**src/rtl/vec_ldst_unit.sv**
```systemverilog
// Vector load/store sequencer: moves one 32x16-bit vector register to/from word memory, one lane per cycle.
// Optional macro VLSU_RANGE_CHECK_EN rejects transfers running past the top of memory; otherwise addresses wrap.
module vec_ldst_unit #(
  parameter int LANES  = 32,
  parameter int LANE_W = 16,
  parameter int ADDR_W = 9,
  parameter int MEM_W  = 32
) (
  input  logic                    clk,
  input  logic                    rst,
  input  logic                    start,
  input  logic                    op,
  input  logic [ADDR_W-1:0]       base_addr,
  input  logic [1:0]              reg_sel,
  input  logic [LANES*LANE_W-1:0] store_data,
  output logic                    busy,
  output logic                    done,
  output logic                    err,
  output logic [LANES*LANE_W-1:0] load_data,
  output logic [3:0]              reg_wr,
  output logic [ADDR_W-1:0]       mem_addr,
  output logic                    mem_re,
  output logic                    mem_we,
  output logic [MEM_W-1:0]        mem_wdata,
  input  logic [MEM_W-1:0]        mem_rdata
);
  localparam int LW = $clog2(LANES);

  typedef enum logic [1:0] {S_IDLE, S_ISSUE, S_DRAIN, S_FINISH} state_t;

  state_t                        r_state, w_next;
  logic                          r_op;
  logic [ADDR_W-1:0]             r_base;
  logic [1:0]                    r_rsel;
  logic [LW-1:0]                 r_lane;
  logic [LANES-1:0][LANE_W-1:0]  r_sdata;
  logic [LANES-1:0][LANE_W-1:0]  r_cap;
  logic [LANES-1:0][LANE_W-1:0]  r_ldata;
  logic                          w_accept;
  logic                          w_over;
  logic                          w_unused;

  function automatic logic signed [MEM_W-1:0] sext_lane(input logic signed [LANE_W-1:0] v);
    return {{(MEM_W-LANE_W){v[LANE_W-1]}}, v};
  endfunction

`ifdef VLSU_RANGE_CHECK_EN
  logic [ADDR_W:0] w_end;
  logic            r_rej;
  assign w_end  = {1'b0, base_addr} + (ADDR_W+1)'(LANES-1);
  assign w_over = w_end[ADDR_W];
  assign err    = r_rej;
`else
  assign w_over = 1'b0;
  assign err    = 1'b0;
`endif

  // Only the low lane bits of a memory word are kept on loads.
  assign w_unused  = ^mem_rdata[MEM_W-1:LANE_W];
  assign load_data = r_ldata;

  always_comb begin
    w_next    = r_state;
    w_accept  = 1'b0;
    busy      = 1'b0;
    done      = 1'b0;
    reg_wr    = 4'b0000;
    mem_addr  = '0;
    mem_re    = 1'b0;
    mem_we    = 1'b0;
    mem_wdata = '0;
    case (r_state)
      S_IDLE: begin
        if (start && !w_over) begin
          w_accept = 1'b1;
          w_next   = S_ISSUE;
        end
      end
      S_ISSUE: begin
        busy     = 1'b1;
        mem_addr = r_base + ADDR_W'(r_lane);
        mem_re   = !r_op;
        mem_we   = r_op;
        if (r_op) mem_wdata = sext_lane(r_sdata[r_lane]);
        if (r_lane == LW'(LANES-1)) w_next = r_op ? S_FINISH : S_DRAIN;
      end
      S_DRAIN: begin
        busy   = 1'b1;
        w_next = S_FINISH;
      end
      S_FINISH: begin
        busy   = 1'b1;
        done   = 1'b1;
        if (!r_op) reg_wr = 4'b0001 << r_rsel;
        w_next = S_IDLE;
      end
      default: w_next = S_IDLE;
    endcase
`ifdef VLSU_RANGE_CHECK_EN
    if (r_rej) done = 1'b1;
`endif
  end

  // Control state; load_data is reset too since it is architecturally visible.
  always_ff @(posedge clk) begin
    if (rst) begin
      r_state <= S_IDLE;
      r_op    <= 1'b0;
      r_rsel  <= 2'd0;
      r_lane  <= '0;
      r_ldata <= '0;
`ifdef VLSU_RANGE_CHECK_EN
      r_rej   <= 1'b0;
`endif
    end else begin
      r_state <= w_next;
      if (w_accept) begin
        r_op   <= op;
        r_rsel <= reg_sel;
        r_lane <= '0;
      end else if (r_state == S_ISSUE) begin
        r_lane <= r_lane + 1'b1;
      end
      if (r_state == S_DRAIN) begin
        r_ldata          <= r_cap;
        r_ldata[LANES-1] <= mem_rdata[LANE_W-1:0];
      end
`ifdef VLSU_RANGE_CHECK_EN
      r_rej <= (r_state == S_IDLE) && start && w_over;
`endif
    end
  end

  // Datapath: read data lags the issued lane by one cycle, so capture lane-1.
  always_ff @(posedge clk) begin
    if (w_accept) begin
      r_base  <= base_addr;
      r_sdata <= store_data;
    end
    if (r_state == S_ISSUE && !r_op && r_lane != '0)
      r_cap[r_lane - 1'b1] <= mem_rdata[LANE_W-1:0];
  end

endmodule

```
**config.mk**
```make
export PLATFORM = sky130hd
export DESIGN_NAME = vec_ldst_unit
export DESIGN_NICKNAME = d
export VERILOG_FILES = /design/src/rtl/vec_ldst_unit.sv
export SDC_FILE = /design/constraint.sdc
export NUM_CORES = 2
export LEC_CHECK = 0
export CAP_MARGIN = 25
export CORE_AREA = 2 2 439 441
export CTS_CLUSTER_DIAMETER = 100
export CTS_CLUSTER_SIZE = 16
export DETAILED_ROUTE_END_ITERATION = 12
export DIE_AREA = 0 0 441 443
export PLACE_DENSITY = 0.51
export REMOVE_ABC_BUFFERS = 1
export SLEW_MARGIN = 10
export SYNTH_ARGS = -nofsm -noshare
export SYNTH_HDL_FRONTEND = slang
export SYNTH_SLANG_ARGS = --single-unit
```
**constraint.sdc**
```tcl
create_clock -name clk -period 16.6 [get_ports clk]
set_input_delay 3.32 -clock clk [delete_from_list [all_inputs] [get_ports clk]]
set_output_delay 3.32 -clock clk [all_outputs]
set_load 0.05 [all_outputs]
```
# Word level (Yosys, flattened, before mapping)
# Index checks and enable logic that the tools add are counted.
[totals]
romBits = 0
latch_bits = 0
inputBits = 559
mem_bits_rw = 0
register_bits = 1555
mem_count = 0
wordCells = 143
[classes]
mux = 20
n_lt_le_gt_ge = 3
eq_ne = 6
n_div = 0
n_mul = 0
add_sub_neg = 3
reduce_logical = 9
bitwise_logic = 0
shift = 1
[op_table]
columns = ["op", "n"]
rows = [
  ["512-bit bitwise mux", 1],
  ["16-bit binary-select mux with 5-bit select", 1],
  ["16-bit demux with 5-bit select", 1],
  ["32-bit 2-to-1 mux", 2],
  ["16-bit 2-to-1 mux", 2],
  ["5-bit by 6-bit less-than comparator with 1-bit output (second input constant)", 2],
  ["9-bit by 5-bit adder with 9-bit output", 1],
  ["9-bit 2-to-1 mux", 1],
  ["4-bit 2-to-1 mux", 2],
  ["2-bit one-hot mux with 4 select lines", 1],
  ["1-bit 2-to-1 mux", 7],
  ["5-bit by 1-bit adder with 5-bit output (second input constant)", 1],
  ["5-bit equality test (second input constant)", 1],
  ["5-bit by 1-bit >= comparator with 1-bit output (second input constant)", 1],
  ["5-bit nonzero test", 1],
  ["5-bit by 1-bit subtractor with 5-bit output (second input constant)", 1],
  ["2-bit equality test (second input constant)", 2],
  ["2-bit 2-to-1 mux", 2],
  ["2-bit != test (second input constant)", 2],
  ["1-bit by 2-bit left shift with 4-bit output (first input constant)", 1],
  ["1-bit logical AND", 3],
  ["3-bit OR reduction", 1],
  ["2-bit by 1-bit equality test with 1-bit output (second input constant)", 1],
  ["2-bit zero test", 1],
  ["3 further kinds", 3],
]

# Logic depth before layout (Yosys ltp)
[depth]
depth_word = 6
mapped_depth = 9
ltp_nobuf = 6

# Worst setup path before layout
# OpenSTA, ideal clock, no wires.
[synth_timing]
path_kind = "input -> register"
from = "input start"
to = "register r_base[0] (enable)"
slack_ns = 2.233
required_ns = 15.731
path_stages = 2
n_path_buf = 0
t_arrival_ns = 13.498
path_cell_list = "nand2_1 inv_1"
[synth_between]
elab_chain_cells = 2
[synth_lines]
columns = ["element", "line_no", "text"]
rows = [
  ["start: declaration", "11", "input logic start,"],
  ["1-bit 2-to-1 mux", "74", "if (start && !w_over) begin"],
  ["1-bit 2-to-1 mux", "72", "case (r_state)"],
  ["via w_accept", "39", "logic w_accept;"],
  ["end signal: assignment", "137", "r_base <= base_addr;"],
  ["end: declaration", "33", "logic [ADDR_W-1:0] r_base;"],
]
# The timed path passes the listed nets, and every way through them passes these cells.
# A chain may end at the register's enable or synchronous reset.

# Worst setup path after layout
[layout_timing]
from = "register r_lane[1]"
to = "output mem_wdata[8]"
[layout_between]
elab_chain_cells = 4
[layout_lines]
columns = ["element", "line_no", "text"]
rows = [
  ["start: declaration", "35", "logic [LW-1:0] r_lane;"],
  ["start signal: assignment", "122", "r_lane <= r_lane + 1'b1;"],
  ["16-bit binary-select mux with 5-bit select", "84", "if (r_op) mem_wdata = sext_lane(r_sdata[r_lane]);"],
  ["16-bit 2-to-1 mux (implied by the code)", "84", ""],
  ["32-bit 2-to-1 mux", "84", ""],
  ["32-bit 2-to-1 mux", "72", ""],
  ["end: declaration", "24", "output logic [MEM_W-1:0] mem_wdata,"],
]
# No other way between the ends. The select of a mux whose other input is x is not followed.

==> results.json <==
{
  "drt_iter0_drc": 2075,
  "ys_async_sr_fraction": 0,
  "max_cap_viol_count": 0,
  "cp-end-kind": "primary output",
  "vdd_drop_max_mv": 0.0924,
  "required_ps": 13280,
  "ioPinCount": 1121,
  "setup_slack_ps": 8420,
  "avgSynthCellArea_sq_um": 17.1,
  "place.detailed.hpwl_mm": 115,
  "clock.fmax_mhz": 122,
  "criticalPathCategory": "reg2out",
  "ys_types": 56,
  "cts_tree": "done",
  "gp_congestion": 0.772,
  "pwr-share-comb": 0.303,
  "postPlaceCellArea_sq_um": 67600,
  "layout-drive-gt1-share": 0.0881,
  "detail-route-antenna-nets": 0,
  "clk_path_buf_depth": 3,
  "finalHoldViolations": 0,
  "grt_usage": 0.168,
  "synthTopCellsByCount": "edfxtp_1 (1017), nor2_1 (558), dfxtp_1 (522)",
  "grt_pass1_wl_mm": 233,
  "final_nets": 4826,
  "period_share": 0.493,
  "status": "finished clean",
  "leakage_nw": 22.8,
  "synthCells": 3128,
  "clock_sinks": 1539,
  "h-tree-depth": 3,
  "startpoint_type": "flop",
  "yosysTopAreaCell": "edfxtp_1",
  "fin_tns_setup_ps": 0,
  "die_w_microns": 441,
  "drc": 0,
  "yosysMostFrequentCell": "edfxtp_1",
  "regArea_sq_um": 41000,
  "wl_met3_mm": 11.5,
  "avgRoutedWirePerCell_microns": 24.8,
  "finish.instance_area_sq_um": 71000,
  "post-route-min-period_ps": 8180,
  "internal_power_w": 0.00725,
  "synth_area_sq_um": 53600,
  "clkSlewWorstSetupHoldPaths_ps": 70,
  "cts_resized": 0,
  "synth_flop_cell": "edfxtp_1",
  "preCtsSetupSlack_ps": 8980,
  "clock_skew_ps": 61.3,
  "core_sq_um": 191000,
  "hp-class": "reg2reg",
  "seqPwrFrac": 0.457,
  "power.share.clock": 0.239,
  "final_cells": 6876,
  "maxSlewViolCount": 0,
  "slew_headroom": 0.311,
  "crit_fanout": 56,
  "area.growth.synth_to_final_pct": 32.4,
  "fillers": 18200,
  "cellPowerDensity_nw_per_um2": 154,
  "cp.arrival_ps": 4860,
  "clk_latency_ps": 780,
  "numCtsBuffers": 109,
  "vias_per_cell": 4.42,
  "start_util": 0.280,
  "antenna_found_initial": 38,
  "swShare": 0.338,
  "wl_met1_mm": 65.0,
  "p_switching_w": 0.00370,
  "postCtsSetupBuffers": 0,
  "top_layer": "met5",
  "synth_top_area_frac": 0.570,
  "postRouteWirelength_mm": 171,
  "r2r_cells": 7,
  "rsz0062_at_grt": "no",
  "root_buffer": "clkbuf_16",
  "die-area_sq_um": 195000,
  "first_global_vias": 30300,
  "globalRouteOverflowTotal": 0,
  "ys_ff_latch": 1539,
  "holdPathStages": 2,
  "fp.dieH_microns": 443,
  "multi_input_area_sq_um": 11700,
  "io_buffers": 1103,
  "vias": 30400,
  "ys_warn_count": 0,
  "placedCellCount": 6660,
  "wl_met2_mm": 88.6,
  "grt_max_degree": 166,
  "final_util": 0.371,
  "yosys-top-cells-area": "edfxtp_1 (57%), dfxtp_1 (20%), mux2i_1 (9.7%)",
  "dr.pass1.iters": 5,
  "holdBufCountCts": 0,
  "yosysSeqAreaShare": 0.765,
  "setup_violations": 0,
  "synth-edff-count": 1017,
  "rows": 161,
  "worst_slew_pin_slew_ps": 1030
}
## per-layer routing
metal / vias to the layer above / GRT usage
met5: - / 0
met4: 18 / 0.0600
met3: 236 / 0.0433
met2: 973 / 0.301
met1: 15300 / 0.191
li1: 13900 / -
## sequential cells by signal (all words and copies together) (netlist names)
register   count
r_state        2
r_base         9
r_op           1
r_sdata      512
r_cap        496
load_data    512
r_lane         5
r_rsel         2
## worst paths after layout
kind	from	to	slack [ps]
worst max register to register	r_state[0]	load_data[507]	12210
worst max-delay path	r_lane[1]	mem_wdata[8]	8420
worst min-delay path	r_cap[156]	load_data[156]	420
worst min register to register	r_cap[156]	load_data[156]	420
## cell families after synthesis
family,Yosys count,share of synthesized area
other,1,0.0000700
adders and majority gates,18,0.00434
DFF,1539,0.765
AOI/OAI and AO/OA,94,0.0127
buffers and inverters,189,0.0180
muxes,646,0.151
and+or+nand+nor,636,0.0485
xor gates and xnor gates,5,0.000817
## power by group through the flow
stage | sequential (W) | clock [W] | combinational (W)
after floorplan | 0.00617 | 0 | 0.00228
after global placement | 0.00508 | 0 | 0.00334
after detailed placement | 0.00510 | 0 | 0.00337
after CTS | 0.00502 | 0.00273 | 0.00338
after global routing | 0.00507 | 0.00285 | 0.00350
final | 0.00501 | 0.00262 | 0.00332
## layout by cell type (no fill, tap or decap), types with 14 or more instances in the layout
master           synthesis  layout
nor2_1                 558     542
nand4_1                 16      16
buf_2                   71      16
mux2i_1                518     518
edfxtp_1              1017    1017
nand2_1                 19      19
dfxtp_1                522     520
nor2_2                   0      14
clkbuf_1                70      78
clkdlybuf4s50_1          0    1086
buf_4                   22      73
mux4_2                 128     128
clkbuf_16                0     112
ha_1                    17      16
a22oi_1                 61      61
## critical path, cell delays in order, from the launching register on
cell and delay, ps:
dfxtp_4 850, buf_4 700, buf_4 770, mux4_2 420
a22oi_1 330, nand4_1 220, clkdlybuf4s50_1 750
## final cells by class
class,instances,share of cell area
diodes,12,0.000423
clock buffers,190,0.0436
clock inverters,10,0.00217
inverters,11,0.000688
multi-input cells,1400,0.165
flip-flops and latches,1539,0.578
well taps,2526,0.0445
repair buffers,1188,0.166
## metrics by stage
stage	power, W	hold WS, ps
2_1_floorplan	0.00845	457
3_3_place_gp	0.00842	460
3_5_place_dp	0.00847	470
4_1_cts	0.0111	428
5_1_grt	0.0114	466
6_report	0.0109	425
(Power assumes the default switching activity.)
